--- src/rtl/edge_gen.sv ---
// edge_gen: programmable edge-train generator on the USB register bus.
// After a start, edge_out makes COUNT+1 toggles: the first after DELAY cycles, then every max(PERIOD,1).
module edge_gen #(
  parameter int unsigned pBYTECNT_SIZE     = 7,
  parameter logic [7:0]  EdgeGenCountAddr  = 8'd80,
  parameter logic [7:0]  EdgeGenPeriodAddr = 8'd81,
  parameter logic [7:0]  EdgeGenDelayAddr  = 8'd82,
  parameter logic [7:0]  EdgeGenCtrlAddr   = 8'd83
) (
  input  logic                     clk_usb,
  input  logic                     reset,
  input  logic [7:0]               reg_address,
  input  logic [pBYTECNT_SIZE-1:0] reg_bytecnt,
  input  logic [7:0]               reg_datai,
  output logic [7:0]               reg_datao,
  input  logic                     reg_read,
  input  logic                     reg_write,
  output logic                     edge_out,
  output logic                     busy,
  output logic                     done
);

  typedef enum logic [1:0] {StIdle, StDelay, StRun} state_e;

  state_e      state_q, state_d;
  logic [15:0] count_q, count_d, period_q, period_d, delay_q, delay_d;
  logic [15:0] period_sh_q, period_sh_d, wait_q, wait_d, remain_q, remain_d;
  logic        edge_q, edge_d, done_q, done_d, sticky_q, sticky_d, abort_q, abort_d;
  logic        byte0, byte1, ctrl_wr;

  assign byte0    = (reg_bytecnt == '0);
  assign byte1    = (reg_bytecnt == pBYTECNT_SIZE'(1));
  assign ctrl_wr  = reg_write && (reg_address == EdgeGenCtrlAddr) && byte0;
  assign busy     = (state_q != StIdle);
  assign edge_out = edge_q;
  assign done     = done_q;

  function automatic logic [15:0] wr16(input logic [15:0] cur, input logic [7:0] d,
                                       input logic b0, input logic b1);
    logic [15:0] r;
    r = cur;
    if (b0) r[7:0] = d;
    if (b1) r[15:8] = d;
    return r;
  endfunction

  function automatic logic [7:0] rd16(input logic [15:0] v, input logic b0, input logic b1);
    logic [7:0] r;
    r = 8'h00;
    if (b0) r = v[7:0];
    if (b1) r = v[15:8];
    return r;
  endfunction

  always_comb begin
    count_d  = count_q;
    period_d = period_q;
    delay_d  = delay_q;
    if (reg_write && (reg_address == EdgeGenCountAddr)) begin
      count_d = wr16(count_q, reg_datai, byte0, byte1);
    end
    if (reg_write && (reg_address == EdgeGenPeriodAddr)) begin
      period_d = wr16(period_q, reg_datai, byte0, byte1);
    end
    if (reg_write && (reg_address == EdgeGenDelayAddr)) begin
      delay_d = wr16(delay_q, reg_datai, byte0, byte1);
    end
  end

  always_comb begin
    state_d     = state_q;
    wait_d      = wait_q;
    remain_d    = remain_q;
    period_sh_d = period_sh_q;
    edge_d      = edge_q;
    done_d      = 1'b0;
    sticky_d    = sticky_q;
    abort_d     = abort_q;
    unique case (state_q)
      StIdle: begin
        abort_d = 1'b0;
        if (ctrl_wr) begin
          edge_d = reg_datai[2];
          if (reg_datai[0] && !reg_datai[1]) begin
            wait_d      = delay_q;
            remain_d    = count_q;
            period_sh_d = (period_q == 16'd0) ? 16'd1 : period_q;
            sticky_d    = 1'b0;
            state_d     = StDelay;
          end
        end
      end
      StDelay, StRun: begin
        if (abort_q) begin
          state_d = StIdle;
          abort_d = 1'b0;
        end else if (ctrl_wr && reg_datai[1]) begin
          // Freeze for the abort cycle so a toggle due on the next edge is dropped.
          abort_d = 1'b1;
        end else if (wait_q == 16'd0) begin
          edge_d = ~edge_q;
          if (remain_q == 16'd0) begin
            state_d  = StIdle;
            done_d   = 1'b1;
            sticky_d = 1'b1;
          end else begin
            remain_d = remain_q - 16'd1;
            wait_d   = period_sh_q - 16'd1;
            state_d  = StRun;
          end
        end else begin
          wait_d = wait_q - 16'd1;
        end
      end
      default: state_d = StIdle;
    endcase
  end

  always_ff @(posedge clk_usb or posedge reset) begin
    if (reset) begin
      state_q     <= StIdle;
      count_q     <= 16'd0;
      period_q    <= 16'd0;
      delay_q     <= 16'd0;
      period_sh_q <= 16'd0;
      wait_q      <= 16'd0;
      remain_q    <= 16'd0;
      edge_q      <= 1'b0;
      done_q      <= 1'b0;
      sticky_q    <= 1'b0;
      abort_q     <= 1'b0;
    end else begin
      state_q     <= state_d;
      count_q     <= count_d;
      period_q    <= period_d;
      delay_q     <= delay_d;
      period_sh_q <= period_sh_d;
      wait_q      <= wait_d;
      remain_q    <= remain_d;
      edge_q      <= edge_d;
      done_q      <= done_d;
      sticky_q    <= sticky_d;
      abort_q     <= abort_d;
    end
  end

  always_comb begin
    reg_datao = 8'h00;
    if (reg_read) begin
      if (reg_address == EdgeGenCountAddr) begin
        reg_datao = rd16(count_q, byte0, byte1);
      end else if (reg_address == EdgeGenPeriodAddr) begin
        reg_datao = rd16(period_q, byte0, byte1);
      end else if (reg_address == EdgeGenDelayAddr) begin
        reg_datao = rd16(delay_q, byte0, byte1);
      end else if ((reg_address == EdgeGenCtrlAddr) && byte0) begin
        reg_datao = {5'd0, edge_q, sticky_q, busy};
      end
    end
  end

endmodule

--- config.mk ---
export PLATFORM = sky130hd
export DESIGN_NAME = edge_gen
export DESIGN_NICKNAME = d
export VERILOG_FILES = /design/src/rtl/edge_gen.sv
export SDC_FILE = /design/constraint.sdc
export NUM_CORES = 1
export LEC_CHECK = 0
export BUFFER_PORTS_ARGS = -buffer_cell sky130_fd_sc_hd__buf_2
export CORE_UTILIZATION = 38
export DETAILED_ROUTE_END_ITERATION = 16
export SLEW_MARGIN = 10
export SYNTH_ARGS = -nofsm -noshare
export SYNTH_HDL_FRONTEND = slang
export SYNTH_SLANG_ARGS = --single-unit
--- constraint.sdc ---
create_clock -name clk_usb -period 3.8 [get_ports clk_usb]
set_input_delay 0.19 -clock clk_usb [delete_from_list [all_inputs] [get_ports clk_usb]]
set_output_delay 0.19 -clock clk_usb [all_outputs]
set_load 0.05 [all_outputs]
==> flow_metrics.env <==
export IMPL_synth_main_ff_cell="sky130_fd_sc_hd__dfrtp_1"
export IMPL_grt_antenna_before_repair=0
export IMPL_wl_met1_mm=7.40
export IMPL_post_cts_hold_buffer_count=0
export IMPL_insertedDiodeCount=0
export IMPL_worstRegToRegCells=11
export IMPL_grt_total_usage=0.221
export IMPL_clock_tree_root_cell="sky130_fd_sc_hd__clkbuf_16"
export IMPL_syn_nets=655
export IMPL_drc_violation_count_after_routing=0
export IMPL_final_setup_violation_count=0
export IMPL_wl_met3_um=983
export IMPL_met2WireLength_mm=7.67
export IMPL_vdd_ir_drop_max_uv=301
export IMPL_synthArstFlopShare=1.00
export IMPL_crit_path_max_fanout=8
export IMPL_layout_worst_path_cycle_share=0.906
export IMPL_timing_clock_skew_ps=11.2
export IMPL_finalHoldViolCount=0
export IMPL_number_of_buffers_created_by_cts=9
export IMPL_most_instantiated_library_cell_after_synthesis="sky130_fd_sc_hd__dfrtp_1"
export IMPL_design_die_area_um2=15900
export IMPL_status="finished, final reports clean"
export IMPL_clock_latency_on_the_worst_skew_pair_ps=350
export IMPL_setup_reg_to_reg_worst_slack_ps=360
export IMPL_cts_repair_timing_setup_buffer_count=0
export IMPL_most_frequent_cells_after_synthesis="sky130_fd_sc_hd__dfrtp_1 (102), sky130_fd_sc_hd__nand2_1 (75), sky130_fd_sc_hd__mux2_2 (62)"
export IMPL_floorplan_core_area_um2=15100
export IMPL_static_leakage_nw=2.73
export IMPL_yosysWarnings=0
export IMPL_grt_start_max_net_pins=83
export IMPL_netlist_top_cell_by_area="sky130_fd_sc_hd__dfrtp_1"
export IMPL_hold_path_class="input pin to asynchronous set/reset pin"
export IMPL_flow_area_growth_from_synthesis_pct=11.4
export IMPL_grt_setup_unrepaired="no"
export IMPL_crit_arrival_ps=3690
export IMPL_start_util=0.387
export IMPL_critical_path_class="flip-flop to flip-flop"
export IMPL_numPortBuffers=37
export IMPL_final_nets=682
export IMPL_ys_seq_elements=102
export IMPL_synth_avg_cell_area_um2=9.39
export IMPL_dieHeight_um=126
export IMPL_synth_edf_count=0
export IMPL_worst_slew_margin_rel=0.316
export IMPL_fmax_mhz=290
export IMPL_yosys_top_cells_area="sky130_fd_sc_hd__dfrtp_1 (44%), sky130_fd_sc_hd__mux2_2 (12%), sky130_fd_sc_hd__nand2_1 (4.8%)"
export IMPL_min_period_ps=3440
export IMPL_critical_path_rt_ps=4040
export IMPL_rr_startpoint="wait_q[7]$_DFFE_PP0P_"
export IMPL_vias_per_std_cell=6.09
export IMPL_crit_path_start_kind="flip-flop"
export IMPL_gates_resized_cts_repair=0
export IMPL_detail_route_iter0_violations=461
export IMPL_tritoncts="built"
export IMPL_regToRegEndpoint="wait_q[10]$_DFFE_PP0P_"
export IMPL_post_route_cells_drive_above_1_share=0.206
export IMPL_syn_inst=624
export IMPL_routed_via_count=5144
export IMPL_timing_critical_path_to_type="flip-flop"
export IMPL_final_max_slew_violation_count=0
export IMPL_mappedNetlistArea_um2=5860
export IMPL_max_cap_violations=0
export IMPL_ctsHtreeMaxLevel=3
export IMPL_dp_final_hpwl_mm=12.1
export IMPL_grt_first_pass_wirelength_mm=27.4
export IMPL_drt_pre_antenna_iters=5
export IMPL_synth_lib_cells_used_distinct=63
export IMPL_gp_routability_congestion=0.909
export IMPL_grt_overflow_total=0
export IMPL_floorplan_io_pins=38
export IMPL_fillCellCount=1454
export IMPL_synth_top_area_frac=0.436
export IMPL_topRoutingLayerUsed="met4"
export IMPL_areal_power_density_over_the_cells_nw_per_um2=515
export IMPL_die_width_um=126
export IMPL_synth_seq_area_share=0.436
export IMPL_floorplan_rows=45
export IMPL_worst_slew_pin_slew_ps=1030
export IMPL_ant_nets=0
export IMPL_timing_setup_tns_ps=0
export IMPL_first_global_vias=5220
export IMPL_sinks_on_clock_net=102
export IMPL_detail_route_wirelength_mm=16.7
export IMPL_clock_path_buffers=2
export IMPL_final_hold_slack_ps=78.6
export IMPL_detail_route_wl_per_cell_um=19.8
export IMPL_clkSlewWorstSetupHoldPaths_ps=70
## routing by layer
layer | global-route usage | vias to the layer above
met5 | 0 | -
met1 | 0.293 | 2520
met4 | 0.120 | 0
met2 | 0.348 | 197
met3 | 0.0319 | 36
li1 | - | 2391
## through the flow
step	setup WS [ps]	instance area, um2	total power (W)	util	std cells
after floorplan	266	5860	0.00215	-	624
after global placement	535	6220	0.00239	0.411	828
after detailed placement	400	6220	0.00242	0.411	828
after CTS	379	6530	0.00336	0.431	844
after global routing	109	6530	0.00357	0.431	844
final	358	6530	0.00336	0.431	844
## layout by cell type (no fill, tap or decap), drive strengths merged, types with 6 or more instances in the layout
cell type and instances:
dfrtp 102, nand2 75, mux2 62, a21oi 49, nor2 48, buf 48, o21ai 32, nor3 31
a31oi 14, nor4 14, nand3 12, inv 12, or3 11, o22a 10, clkbuf 10, o22ai 9
mux2i 9, o21a 7, o32ai 6, nand4 6, xnor2 6
## layout make-up
type | count | area (um2) | area share
clock buffer | 10 | 229 | 0.0351
clock inverter | 6 | 71.3 | 0.0109
inverter | 11 | 43.8 | 0.00671
multi-input combinational | 479 | 3130 | 0.479
sequential | 102 | 2550 | 0.391
tap | 188 | 235 | 0.0360
timing repair buffer | 48 | 268 | 0.0410
## worst max path at each step
stage | end | slack (ps) | cells past startpoint | startpoint
5_1_grt | remain_q[4]$_DFFE_PP0P_ | 110 | 7 | wait_q[0]$_DFFE_PP0P_
2_1_floorplan | wait_q[10]$_DFFE_PP0P_ | 270 | 15 | wait_q[9]$_DFFE_PP0P_
6_report | wait_q[10]$_DFFE_PP0P_ | 360 | 11 | wait_q[7]$_DFFE_PP0P_
3_5_place_dp | wait_q[10]$_DFFE_PP0P_ | 400 | 11 | wait_q[7]$_DFFE_PP0P_
4_1_cts | wait_q[10]$_DFFE_PP0P_ | 380 | 11 | wait_q[7]$_DFFE_PP0P_
3_3_place_gp | wait_q[10]$_DFFE_PP0P_ | 540 | 11 | wait_q[7]$_DFFE_PP0P_
## report_power, final
group	switching, W	internal, W	leakage [nW]
sequential	0.000230	0.00124	1.37
clock	0.000419	0.000517	0.145
combinational	0.000585	0.000370	1.21
total	0.00123	0.00213	2.73
## critical path, stage by stage (launching register included)
cell	delay (ps)
sky130_fd_sc_hd__dfrtp_1	480
sky130_fd_sc_hd__or3_1	300
sky130_fd_sc_hd__nor2_1	120
sky130_fd_sc_hd__a21oi_1	210
sky130_fd_sc_hd__ha_1	230
sky130_fd_sc_hd__or3b_1	420
sky130_fd_sc_hd__or3_4	360
sky130_fd_sc_hd__a21o_4	220
sky130_fd_sc_hd__or4_1	410
sky130_fd_sc_hd__a32oi_1	240
sky130_fd_sc_hd__o41ai_1	110
sky130_fd_sc_hd__a22o_1	230
## sequential cells by signal, indices dropped and copies added, names as in the netlist
| signal | cells |
|---|---|
| count_q | 16 |
| delay_q | 16 |
| period_q | 16 |
| period_sh_q | 16 |
| remain_q | 16 |
| wait_q | 16 |
| state_q | 2 |
| abort_q | 1 |
| done | 1 |
| edge_out | 1 |
| sticky_q | 1 |
## kinds of logic (layout without fill, tap and decap cells)
| logic type | count (synthesis) | after routing | share of synthesized area |
|---|---|---|---|
| flip-flops | 102 | 102 | 0.436 |
| XOR/XNOR | 9 | 9 | 0.0135 |
| adder cells (fa/ha/maj) | 4 | 4 | 0.00854 |
| buffers and inverters | 43 | 75 | 0.0314 |
| AND/OR/NAND/NOR | 228 | 228 | 0.190 |
| AO/OA/AOI/OAI | 167 | 167 | 0.186 |
| multiplexers | 71 | 71 | 0.135 |
Power figures use the tool's default switching activity.
